===== src/rtl/decode_pkg.sv =====
// Shared RV32I decode types: op classes, opcodes, immediate formats and the
// ID/EX control bundle used by decode_stage and its testbench.
package decode_pkg;

  localparam int XLEN     = 32;
  localparam int NUM_REGS = 32;

  typedef enum logic [3:0] {
    OP_LUI     = 4'd0,
    OP_AUIPC   = 4'd1,
    OP_JAL     = 4'd2,
    OP_JALR    = 4'd3,
    OP_BRANCH  = 4'd4,
    OP_LOAD    = 4'd5,
    OP_STORE   = 4'd6,
    OP_OPIMM   = 4'd7,
    OP_OP      = 4'd8,
    OP_ILLEGAL = 4'd9
  } op_class_t;

  typedef enum logic [2:0] {
    IMM_NONE = 3'd0,
    IMM_I    = 3'd1,
    IMM_S    = 3'd2,
    IMM_B    = 3'd3,
    IMM_U    = 3'd4,
    IMM_J    = 3'd5
  } imm_fmt_t;

  localparam logic [6:0] OPC_LUI    = 7'b0110111;
  localparam logic [6:0] OPC_AUIPC  = 7'b0010111;
  localparam logic [6:0] OPC_JAL    = 7'b1101111;
  localparam logic [6:0] OPC_JALR   = 7'b1100111;
  localparam logic [6:0] OPC_BRANCH = 7'b1100011;
  localparam logic [6:0] OPC_LOAD   = 7'b0000011;
  localparam logic [6:0] OPC_STORE  = 7'b0100011;
  localparam logic [6:0] OPC_OPIMM  = 7'b0010011;
  localparam logic [6:0] OPC_OP     = 7'b0110011;

  typedef struct packed {
    logic       valid;
    op_class_t  op;
    logic [2:0] funct3;
    logic       funct7b5;
    logic [4:0] rs1;
    logic [4:0] rs2;
    logic [4:0] rd;
    logic       regwrite;
    logic       memread;
    logic       memwrite;
    logic       branch;
    logic       jump;
  } id_ctrl_t;

  typedef struct packed {
    id_ctrl_t          ctrl;
    logic [XLEN-1:0]   imm;
  } dec_t;

  localparam id_ctrl_t BUBBLE_CTRL = '{
    valid:    1'b0,
    op:       OP_OPIMM,
    funct3:   3'd0,
    funct7b5: 1'b0,
    rs1:      5'd0,
    rs2:      5'd0,
    rd:       5'd0,
    regwrite: 1'b0,
    memread:  1'b0,
    memwrite: 1'b0,
    branch:   1'b0,
    jump:     1'b0
  };

  // The opcode bits never contribute to an immediate, so only [31:7] is taken.
  function automatic logic [XLEN-1:0] gen_imm(input logic [31:7] instr, input imm_fmt_t fmt);
    logic [XLEN-1:0] imm;
    case (fmt)
      IMM_I:    imm = {{20{instr[31]}}, instr[31:20]};
      IMM_S:    imm = {{20{instr[31]}}, instr[31:25], instr[11:7]};
      IMM_B:    imm = {{19{instr[31]}}, instr[31], instr[7], instr[30:25], instr[11:8], 1'b0};
      IMM_U:    imm = {instr[31:12], 12'd0};
      IMM_J:    imm = {{11{instr[31]}}, instr[31], instr[19:12], instr[20], instr[30:21], 1'b0};
      IMM_NONE: imm = '0;
      default:  imm = '0;
    endcase
    return imm;
  endfunction

  // Source indices a class does not read are left at 0 so hazard compares never hit them.
  function automatic dec_t decode_instr(input logic [31:0] instr);
    dec_t d;
    logic writes_rd;
    logic uses_rs1;
    logic uses_rs2;
    d               = '0;
    d.ctrl          = BUBBLE_CTRL;
    d.ctrl.valid    = 1'b1;
    d.ctrl.funct3   = instr[14:12];
    d.ctrl.funct7b5 = instr[30];
    writes_rd       = 1'b0;
    uses_rs1        = 1'b0;
    uses_rs2        = 1'b0;
    case (instr[6:0])
      OPC_LUI: begin
        d.ctrl.op = OP_LUI;
        writes_rd = 1'b1;
        d.imm     = gen_imm(instr[31:7], IMM_U);
      end
      OPC_AUIPC: begin
        d.ctrl.op = OP_AUIPC;
        writes_rd = 1'b1;
        d.imm     = gen_imm(instr[31:7], IMM_U);
      end
      OPC_JAL: begin
        d.ctrl.op   = OP_JAL;
        writes_rd   = 1'b1;
        d.ctrl.jump = 1'b1;
        d.imm       = gen_imm(instr[31:7], IMM_J);
      end
      OPC_JALR: begin
        d.ctrl.op   = OP_JALR;
        writes_rd   = 1'b1;
        uses_rs1    = 1'b1;
        d.ctrl.jump = 1'b1;
        d.imm       = gen_imm(instr[31:7], IMM_I);
      end
      OPC_BRANCH: begin
        d.ctrl.op     = OP_BRANCH;
        uses_rs1      = 1'b1;
        uses_rs2      = 1'b1;
        d.ctrl.branch = 1'b1;
        d.imm         = gen_imm(instr[31:7], IMM_B);
      end
      OPC_LOAD: begin
        d.ctrl.op      = OP_LOAD;
        writes_rd      = 1'b1;
        uses_rs1       = 1'b1;
        d.ctrl.memread = 1'b1;
        d.imm          = gen_imm(instr[31:7], IMM_I);
      end
      OPC_STORE: begin
        d.ctrl.op       = OP_STORE;
        uses_rs1        = 1'b1;
        uses_rs2        = 1'b1;
        d.ctrl.memwrite = 1'b1;
        d.imm           = gen_imm(instr[31:7], IMM_S);
      end
      OPC_OPIMM: begin
        d.ctrl.op = OP_OPIMM;
        writes_rd = 1'b1;
        uses_rs1  = 1'b1;
        d.imm     = gen_imm(instr[31:7], IMM_I);
      end
      OPC_OP: begin
        d.ctrl.op = OP_OP;
        writes_rd = 1'b1;
        uses_rs1  = 1'b1;
        uses_rs2  = 1'b1;
      end
      default: begin
        d.ctrl.op = OP_ILLEGAL;
      end
    endcase
    if (uses_rs1)  d.ctrl.rs1 = instr[19:15];
    if (uses_rs2)  d.ctrl.rs2 = instr[24:20];
    if (writes_rd) d.ctrl.rd  = instr[11:7];
    d.ctrl.regwrite = writes_rd && (instr[11:7] != 5'd0);
    return d;
  endfunction

endpackage


===== src/rtl/regfile.sv =====
// Architectural register file: 32x32, two read ports, one write port,
// x0 hard-wired to zero, same-cycle write-through bypass on both reads.
module regfile
  import decode_pkg::*;
(
  input  logic            clk,
  input  logic            rstn,
  input  logic [4:0]      raddr1,
  input  logic [4:0]      raddr2,
  output logic [XLEN-1:0] rdata1,
  output logic [XLEN-1:0] rdata2,
  input  logic            we,
  input  logic [4:0]      waddr,
  input  logic [XLEN-1:0] wdata
);

  logic [NUM_REGS-1:0][XLEN-1:0] regs_q;
  logic [NUM_REGS-1:0][XLEN-1:0] regs_d;

  always_comb begin
    regs_d = regs_q;
    if (we && (waddr != 5'd0)) begin
      regs_d[waddr] = wdata;
    end
  end

  always_ff @(posedge clk or negedge rstn) begin
    if (!rstn) begin
      regs_q <= '0;
    end else begin
      regs_q <= regs_d;
    end
  end

  // Bypass lets writeback and decode of a dependent instruction share a cycle.
  always_comb begin
    if (raddr1 == 5'd0) begin
      rdata1 = '0;
    end else if (we && (waddr == raddr1)) begin
      rdata1 = wdata;
    end else begin
      rdata1 = regs_q[raddr1];
    end
    if (raddr2 == 5'd0) begin
      rdata2 = '0;
    end else if (we && (waddr == raddr2)) begin
      rdata2 = wdata;
    end else begin
      rdata2 = regs_q[raddr2];
    end
  end

endmodule


===== src/rtl/decode_stage.sv =====
// RV32I decode stage: combinational decode, register file read, load-use
// hazard detection and the ID/EX pipeline register feeding execute.
module decode_stage
  import decode_pkg::*;
#(
  parameter logic [31:0] NOP_INSTR = 32'h0000_0013
) (
  input  logic        clk,
  input  logic        rstn,
  input  logic        enable,
  input  logic        branchjump_miss,
  input  logic [31:0] pc_in,
  input  logic [31:0] instr_in,
  input  logic        ex_memread,
  input  logic [4:0]  ex_rd,
  input  logic        wb_we,
  input  logic [4:0]  wb_rd,
  input  logic [31:0] wb_data,
  output logic        lwstall,
  output logic        id_valid,
  output logic [31:0] id_pc,
  output op_class_t   id_op,
  output logic [2:0]  id_funct3,
  output logic        id_funct7b5,
  output logic [4:0]  id_rs1,
  output logic [4:0]  id_rs2,
  output logic [4:0]  id_rd,
  output logic [31:0] id_rs1val,
  output logic [31:0] id_rs2val,
  output logic [31:0] id_imm,
  output logic        id_regwrite,
  output logic        id_memread,
  output logic        id_memwrite,
  output logic        id_branch,
  output logic        id_jump
);

  dec_t       dec;
  dec_t       nop_dec;
  id_ctrl_t   bubble_ctrl;
  id_ctrl_t   ctrl_d, ctrl_q;
  logic [31:0] pc_d, pc_q;
  logic [31:0] rs1val_d, rs1val_q;
  logic [31:0] rs2val_d, rs2val_q;
  logic [31:0] imm_d, imm_q;
  logic [31:0] rf_rdata1, rf_rdata2;

  // A bubble is the configured NOP decoded normally, then marked invalid.
  always_comb begin
    dec               = decode_instr(instr_in);
    nop_dec           = decode_instr(NOP_INSTR);
    bubble_ctrl       = nop_dec.ctrl;
    bubble_ctrl.valid = 1'b0;
  end

  assign lwstall = ex_memread && (ex_rd != 5'd0) &&
                   ((ex_rd == dec.ctrl.rs1) || (ex_rd == dec.ctrl.rs2));

  regfile u_regfile (
    .clk    (clk),
    .rstn   (rstn),
    .raddr1 (dec.ctrl.rs1),
    .raddr2 (dec.ctrl.rs2),
    .rdata1 (rf_rdata1),
    .rdata2 (rf_rdata2),
    .we     (wb_we),
    .waddr  (wb_rd),
    .wdata  (wb_data)
  );

  // Flush and load-use both insert a bubble; data fields are allowed to go stale.
  always_comb begin
    ctrl_d   = ctrl_q;
    pc_d     = pc_q;
    rs1val_d = rs1val_q;
    rs2val_d = rs2val_q;
    imm_d    = imm_q;
    if (branchjump_miss || lwstall) begin
      ctrl_d = bubble_ctrl;
      imm_d  = nop_dec.imm;
    end else if (enable) begin
      ctrl_d   = dec.ctrl;
      pc_d     = pc_in;
      rs1val_d = rf_rdata1;
      rs2val_d = rf_rdata2;
      imm_d    = dec.imm;
    end
  end

  always_ff @(posedge clk or negedge rstn) begin
    if (!rstn) begin
      ctrl_q   <= BUBBLE_CTRL;
      pc_q     <= '0;
      rs1val_q <= '0;
      rs2val_q <= '0;
      imm_q    <= '0;
    end else begin
      ctrl_q   <= ctrl_d;
      pc_q     <= pc_d;
      rs1val_q <= rs1val_d;
      rs2val_q <= rs2val_d;
      imm_q    <= imm_d;
    end
  end

  assign id_valid    = ctrl_q.valid;
  assign id_pc       = pc_q;
  assign id_op       = ctrl_q.op;
  assign id_funct3   = ctrl_q.funct3;
  assign id_funct7b5 = ctrl_q.funct7b5;
  assign id_rs1      = ctrl_q.rs1;
  assign id_rs2      = ctrl_q.rs2;
  assign id_rd       = ctrl_q.rd;
  assign id_rs1val   = rs1val_q;
  assign id_rs2val   = rs2val_q;
  assign id_imm      = imm_q;
  assign id_regwrite = ctrl_q.regwrite;
  assign id_memread  = ctrl_q.memread;
  assign id_memwrite = ctrl_q.memwrite;
  assign id_branch   = ctrl_q.branch;
  assign id_jump     = ctrl_q.jump;

endmodule


===== config.mk =====
export PLATFORM = sky130hd
export DESIGN_NAME = decode_stage
export DESIGN_NICKNAME = d
export VERILOG_FILES = /design/src/rtl/decode_pkg.sv /design/src/rtl/regfile.sv /design/src/rtl/decode_stage.sv
export SDC_FILE = /design/constraint.sdc
export NUM_CORES = 2
export LEC_CHECK = 0
export BUFFER_PORTS_ARGS = -buffer_cell sky130_fd_sc_hd__buf_2
export CAP_MARGIN = 10
export CORE_MARGIN = 2
export CORE_UTILIZATION = 30
export CTS_CLUSTER_SIZE = 40
export DETAILED_ROUTE_END_ITERATION = 8
export GPL_ROUTABILITY_DRIVEN = 0
export PLACE_DENSITY_LB_ADDON = 0.3
export SLEW_MARGIN = 25
export SYNTH_ARGS = -nofsm -noshare
export SYNTH_HDL_FRONTEND = slang
export SYNTH_HIERARCHICAL = 1
export SYNTH_SLANG_ARGS = --single-unit
export TNS_END_PERCENT = 20

===== constraint.sdc =====
create_clock -name clk -period 5.82 [get_ports clk]
set_input_delay 0 -clock clk [delete_from_list [all_inputs] [get_ports clk]]
set_output_delay 0 -clock clk [all_outputs]
set_load 0.005 [all_outputs]

-- Yosys cells after proc, flatten, opt, wreduce, memory -nomap -nowiden
Cells that the tools add are included.
- flip-flop bits (word level): 1181
- output and inout port bits: 158
- word-level logic and storage cells: 115
- order comparisons: 4
- equality and inequality tests: 13
- multiplexer cells: 27
- bitwise logic cells: 1
- reductions and logical operators: 22
- operator list (kind ; number):
    bitwise mux 1024 bit ; 1
    binary-select mux 32 bit (select 5 bit) ; 2
    two-way mux 32 bit ; 9
    demux 32 bit (select 5 bit) ; 1
    one-hot mux 32 bit (5 select lines) ; 1
    two-way mux 29 bit ; 2
    one-hot mux 4 bit (9 select lines) ; 1
    equality test 7 x 6 -> 1 bit (second input constant) ; 3
    equality test 7 bit (second input constant) ; 3
    equality test 5 bit ; 4
    less-than comparator 5 x 6 -> 1 bit (second input constant) ; 3
    two-way mux 5 bit ; 3
    nonzero test 5 bit ; 3
    equality test 7 x 5 -> 1 bit (second input constant) ; 2
    zero test 5 bit ; 2
    equality test 7 x 2 -> 1 bit (second input constant) ; 1
    logical AND 1 bit ; 7
    two-way mux 1 bit ; 7
    OR reduction 7 bit ; 1
    OR reduction 3 bit ; 2
    OR reduction 6 bit ; 1
    >= comparator 5 x 1 -> 1 bit (second input constant) ; 1
    OR reduction 2 bit ; 2
    logical OR 1 bit ; 2
    other kinds (3) ; 3

-- Longest topological paths before layout
- depth after elaboration: 10
- depth in mapped cells: 14

-- By module
The synthesis kept the hierarchy.
- by module, submodules not included (module ; instances ; cells an instance ; area each (um^2) ; seq. area each (um^2)):
    regfile ; 1 ; 3917 ; 55654.6 ; 25624.6
    decode_stage ; 1 ; 552 ; 6975.4 ; 3932.5

-- Least setup slack after synthesis
Ideal clock, no wire load.
- path type: in2reg
- start: input instr_in[3]
- end: register rs1val_q[17], in the netlist id_rs1val[17]
- setup time: 0.125 ns
- arrival time: 2.731 ns
- data required time: 5.695 ns
- slack: 2.964 ns
- stages: 12
- path buffers: 4
- path through: buf_2 -> nand3b_1 -> a211oi_1 -> and2_1 -> buf_2 -> buf_2 -> clkbuf_1 -> mux4_2 -> o22ai_1 -> nor3_1 -> a311o_1 -> mux2_4
- RTL lines (what ; line ; source):
    from (decl) ; decode_stage.sv:13 ; input logic [31:0] instr_in,
    to (signal assigned) ; decode_stage.sv:100 ; rs1val_q <= rs1val_d;
    to (decl) ; decode_stage.sv:43 ; logic [31:0] rs1val_d, rs1val_q;

==> results.md <==
* Gate Count Post-Synth at 4469
* Final #Nets at 4832
* Row cnt at 167
* Max Freq at 0.2551 GHz
* Post-CTS Setup Repair Bufs at 0
* Cell Area, Synth at 0.06263 sq mm
* Startpoint Class: input port
* Asr flop ratio synth at 100.0%
* Post-route DRC at 0
* Hold buffer count at cts at 185
* # port buffers at 269
* Via count of the routed design at 43426
* Cell Pwr Density at 318.3 mW/mm^2
* Number of max-cap violations at 0
* LEAKAGE at 30.24 nW
* Post-synthesis sequential area ratio at 47.19%
* Synth warn at 6
* Final WS setup at 1.900 ns
* Largest net degree at the start of global routing at 163
* Status: completed
* Setup TNS at 0 ns
* Max Transition Viols Final at 0
* Die width at 460.9 um
* Placement Setup Slack at 1.720 ns
* WHS at 0.05979 ns
* Tmin final at 3.920 ns
* Post-DRT Antenna Nets at 0
* RSZ-0062 raised after global routing: no
* Initial antenna violation count at 30
* CTS tree: done
* Multi-input gate area at 0.03082 sq mm
* Reg2Reg Setup Slack at 3.51 ns
* Fin crit share at 67.35%
* CTS Buf Count at 136
* Synth unique cells at 89
* CP Max Fanout at 35
* Initial core utilization at 30.22%
* Peak supply drop at 0.2817 mV
* Required time worst endpoint at 6.50 ns
* Critical path type: input port to flip-flop
* FILL cells at 20109
* Layout cells sized above 1 at 44.99%
* Drt via density at 5.700
* Skew final at 0.02197 ns
* Core ar. at 0.2073 sq mm
* Clock slew at reported path FFs at 0.06 ns
* #FFs+latches synth at 1181
* Fin. Hold Viols at 0
* Iter 0 DRT Violations at 4622
* Worst Hold Class: input port to flip-flop
* Ports at 270
* Worst Reg-to-Reg Cells at 6
* CTS resizes at 0
* First-pass GRT wire length at 336.8 mm
* H-tree lvl count at 4
* Crit. End Element: flip-flop
* Drt pass-1 iters at 6
* Syn Nets at 4581
* Max clock buf depth at 3
* Wirelength per Cell at 31.01 um
* Post-DP HPWL at 144.7 mm
* Die Ht at 460.9 um
* CTS root buffer: clkbuf_16
* Worst hold stages at 4
* Reg2reg start: u_regfile/regs_q[654]
* Clk Latency, worst-skew pair at 0.81 ns
* Endpoints failing setup at 0
* RR Endpoint: id_rs2val[14]
* Clk sinks at 1181
* WHS Endpoint: id_rs2val[14]
* Post-synth EDFFs at 0
* Hold path startpoint: branchjump_miss
* Layout area overhead at 16.62%
* Post-Syn Area per Cell at 14.01 sq um
* Total Die Area at 0.2124 sq mm
* GRT overflow at 0
* Max-slew headroom at 24.92%
* Total track usage at 21.94%
* Worst-margin pin slew at 1.126 ns
* WP data arrival at 4.60 ns
* Ys flop type: dfrtp_1
* Sequential cell area at 0.02956 sq mm
* Final wirelength at 236.3 mm
* Vias in the first global route at 44062
## synth_stat cells (36+ instances only)
cell type	number	share of area [%]
a211oi_1	69	0.83
o22ai_1	73	0.73
a22oi_1	51	0.61
a21oi_1	79	0.63
mux2_4	40	0.96
mux2i_1	313	5.0
nand2_1	124	0.74
nor3_1	36	0.29
mux4_2	343	12
buf_1	61	0.37
mux2_2	1079	19
nor2_1	82	0.49
buf_4	36	0.43
o21ai_0	75	0.60
dfrtp_1	1178	47
buf_2	92	0.74
a221oi_1	68	0.95
clkbuf_1	236	1.4
## routing by layer
layer  track usage, %  vias up  share of wire (%)
met5                0        -              0.041
met4            9.201       16                4.5
met3            4.347      473                7.1
met2            34.85     1809                 47
met1            29.15    23501                 42
li1                 -    17627                  -
## worst max-delay path, stage by stage
cell and delay (ns):
dlygate4sd3_1 0.53, buf_2 0.19, nand3b_1 0.34, a211oi_1 0.47
and2_4 0.46, buf_4 0.63, nor3b_2 0.60, buf_4 0.44
a21oi_1 0.12, nand3_1 0.17, a2bb2oi_1 0.18, a21oi_1 0.09
mux2_4 0.31
## cell families (layout without fill, tap and decap cells)
group,Yosys count,after routing,synth area share [%]
flops,1181,1181,47.19
buf+inv,484,840,4.067
other cells,0,6,0
simple gates,417,417,3.442
mux,1791,1791,38.36
compound gates,579,579,6.697
xor+xnor,17,17,0.2377
## final cells by class
type | instances | area share (%)
multi-input cells | 2804 | 42.20
flip-flops and latches | 1181 | 40.47
repair buffers | 590 | 6.193
clock buffers | 190 | 5.282
well taps | 2788 | 4.776
clock inverters | 53 | 1.024
inverters | 7 | 0.03769
diodes | 6 | 0.02056
## worst max-delay path by stage
stage,startpoint,to,slack (ns),depth (start not counted)
after floorplan,instr_in[3],id_rs1val[17],2.96,12
after global placement,instr_in[6],id_rs1val[28],1.77,12
after detailed placement,instr_in[6],id_rs1val[28],1.72,12
after CTS,instr_in[6],id_rs1val[28],2.03,13
after global routing,instr_in[6],id_rs1val[26],1.76,12
final,instr_in[3],id_rs1val[28],1.90,13
## placed cells by master, fill, tap and decap left out, drive strengths merged, types with 68 or more instances in the layout
cell type and count:
mux2i 313, dfrtp 1178, o22ai 73, buf 406, mux2 1119, clkbuf 190
nand2 124, dlygate4sd3 184, mux4 359, nor2 84, o21ai 76, a221oi 68
a211oi 69, a21oi 80
## through the flow
step,std cells,area [sq um],utilization [%],total power [mW]
floorplan,4469,62630,-,13.00
global placement,7181,66420,32.04,14.10
detailed placement,7184,66510,32.09,14.22
CTS,7612,72990,35.21,23.39
global route,7616,73030,35.23,24.22
finish,7619,73040,35.24,23.25
## power breakdown
| part | switching, mW | internal (mW) |
|---|---|---|
| sequential | 1.03 | 9.62 |
| clock | 3.76 | 5.25 |
| combinational | 1.46 | 2.12 |
| total | 6.25 | 17.0 |
## state kept, by name (all words and copies together) (netlist names), 3 cells and up
name / flops
id_rs1: 5
id_rs2val: 32
id_rs1val: 32
u_regfile/regs_q: 1024
id_pc: 32
id_op: 4
id_funct3: 3
id_rs2: 5
id_imm: 32
id_rd: 5
Power figures use the tool's default switching activity.
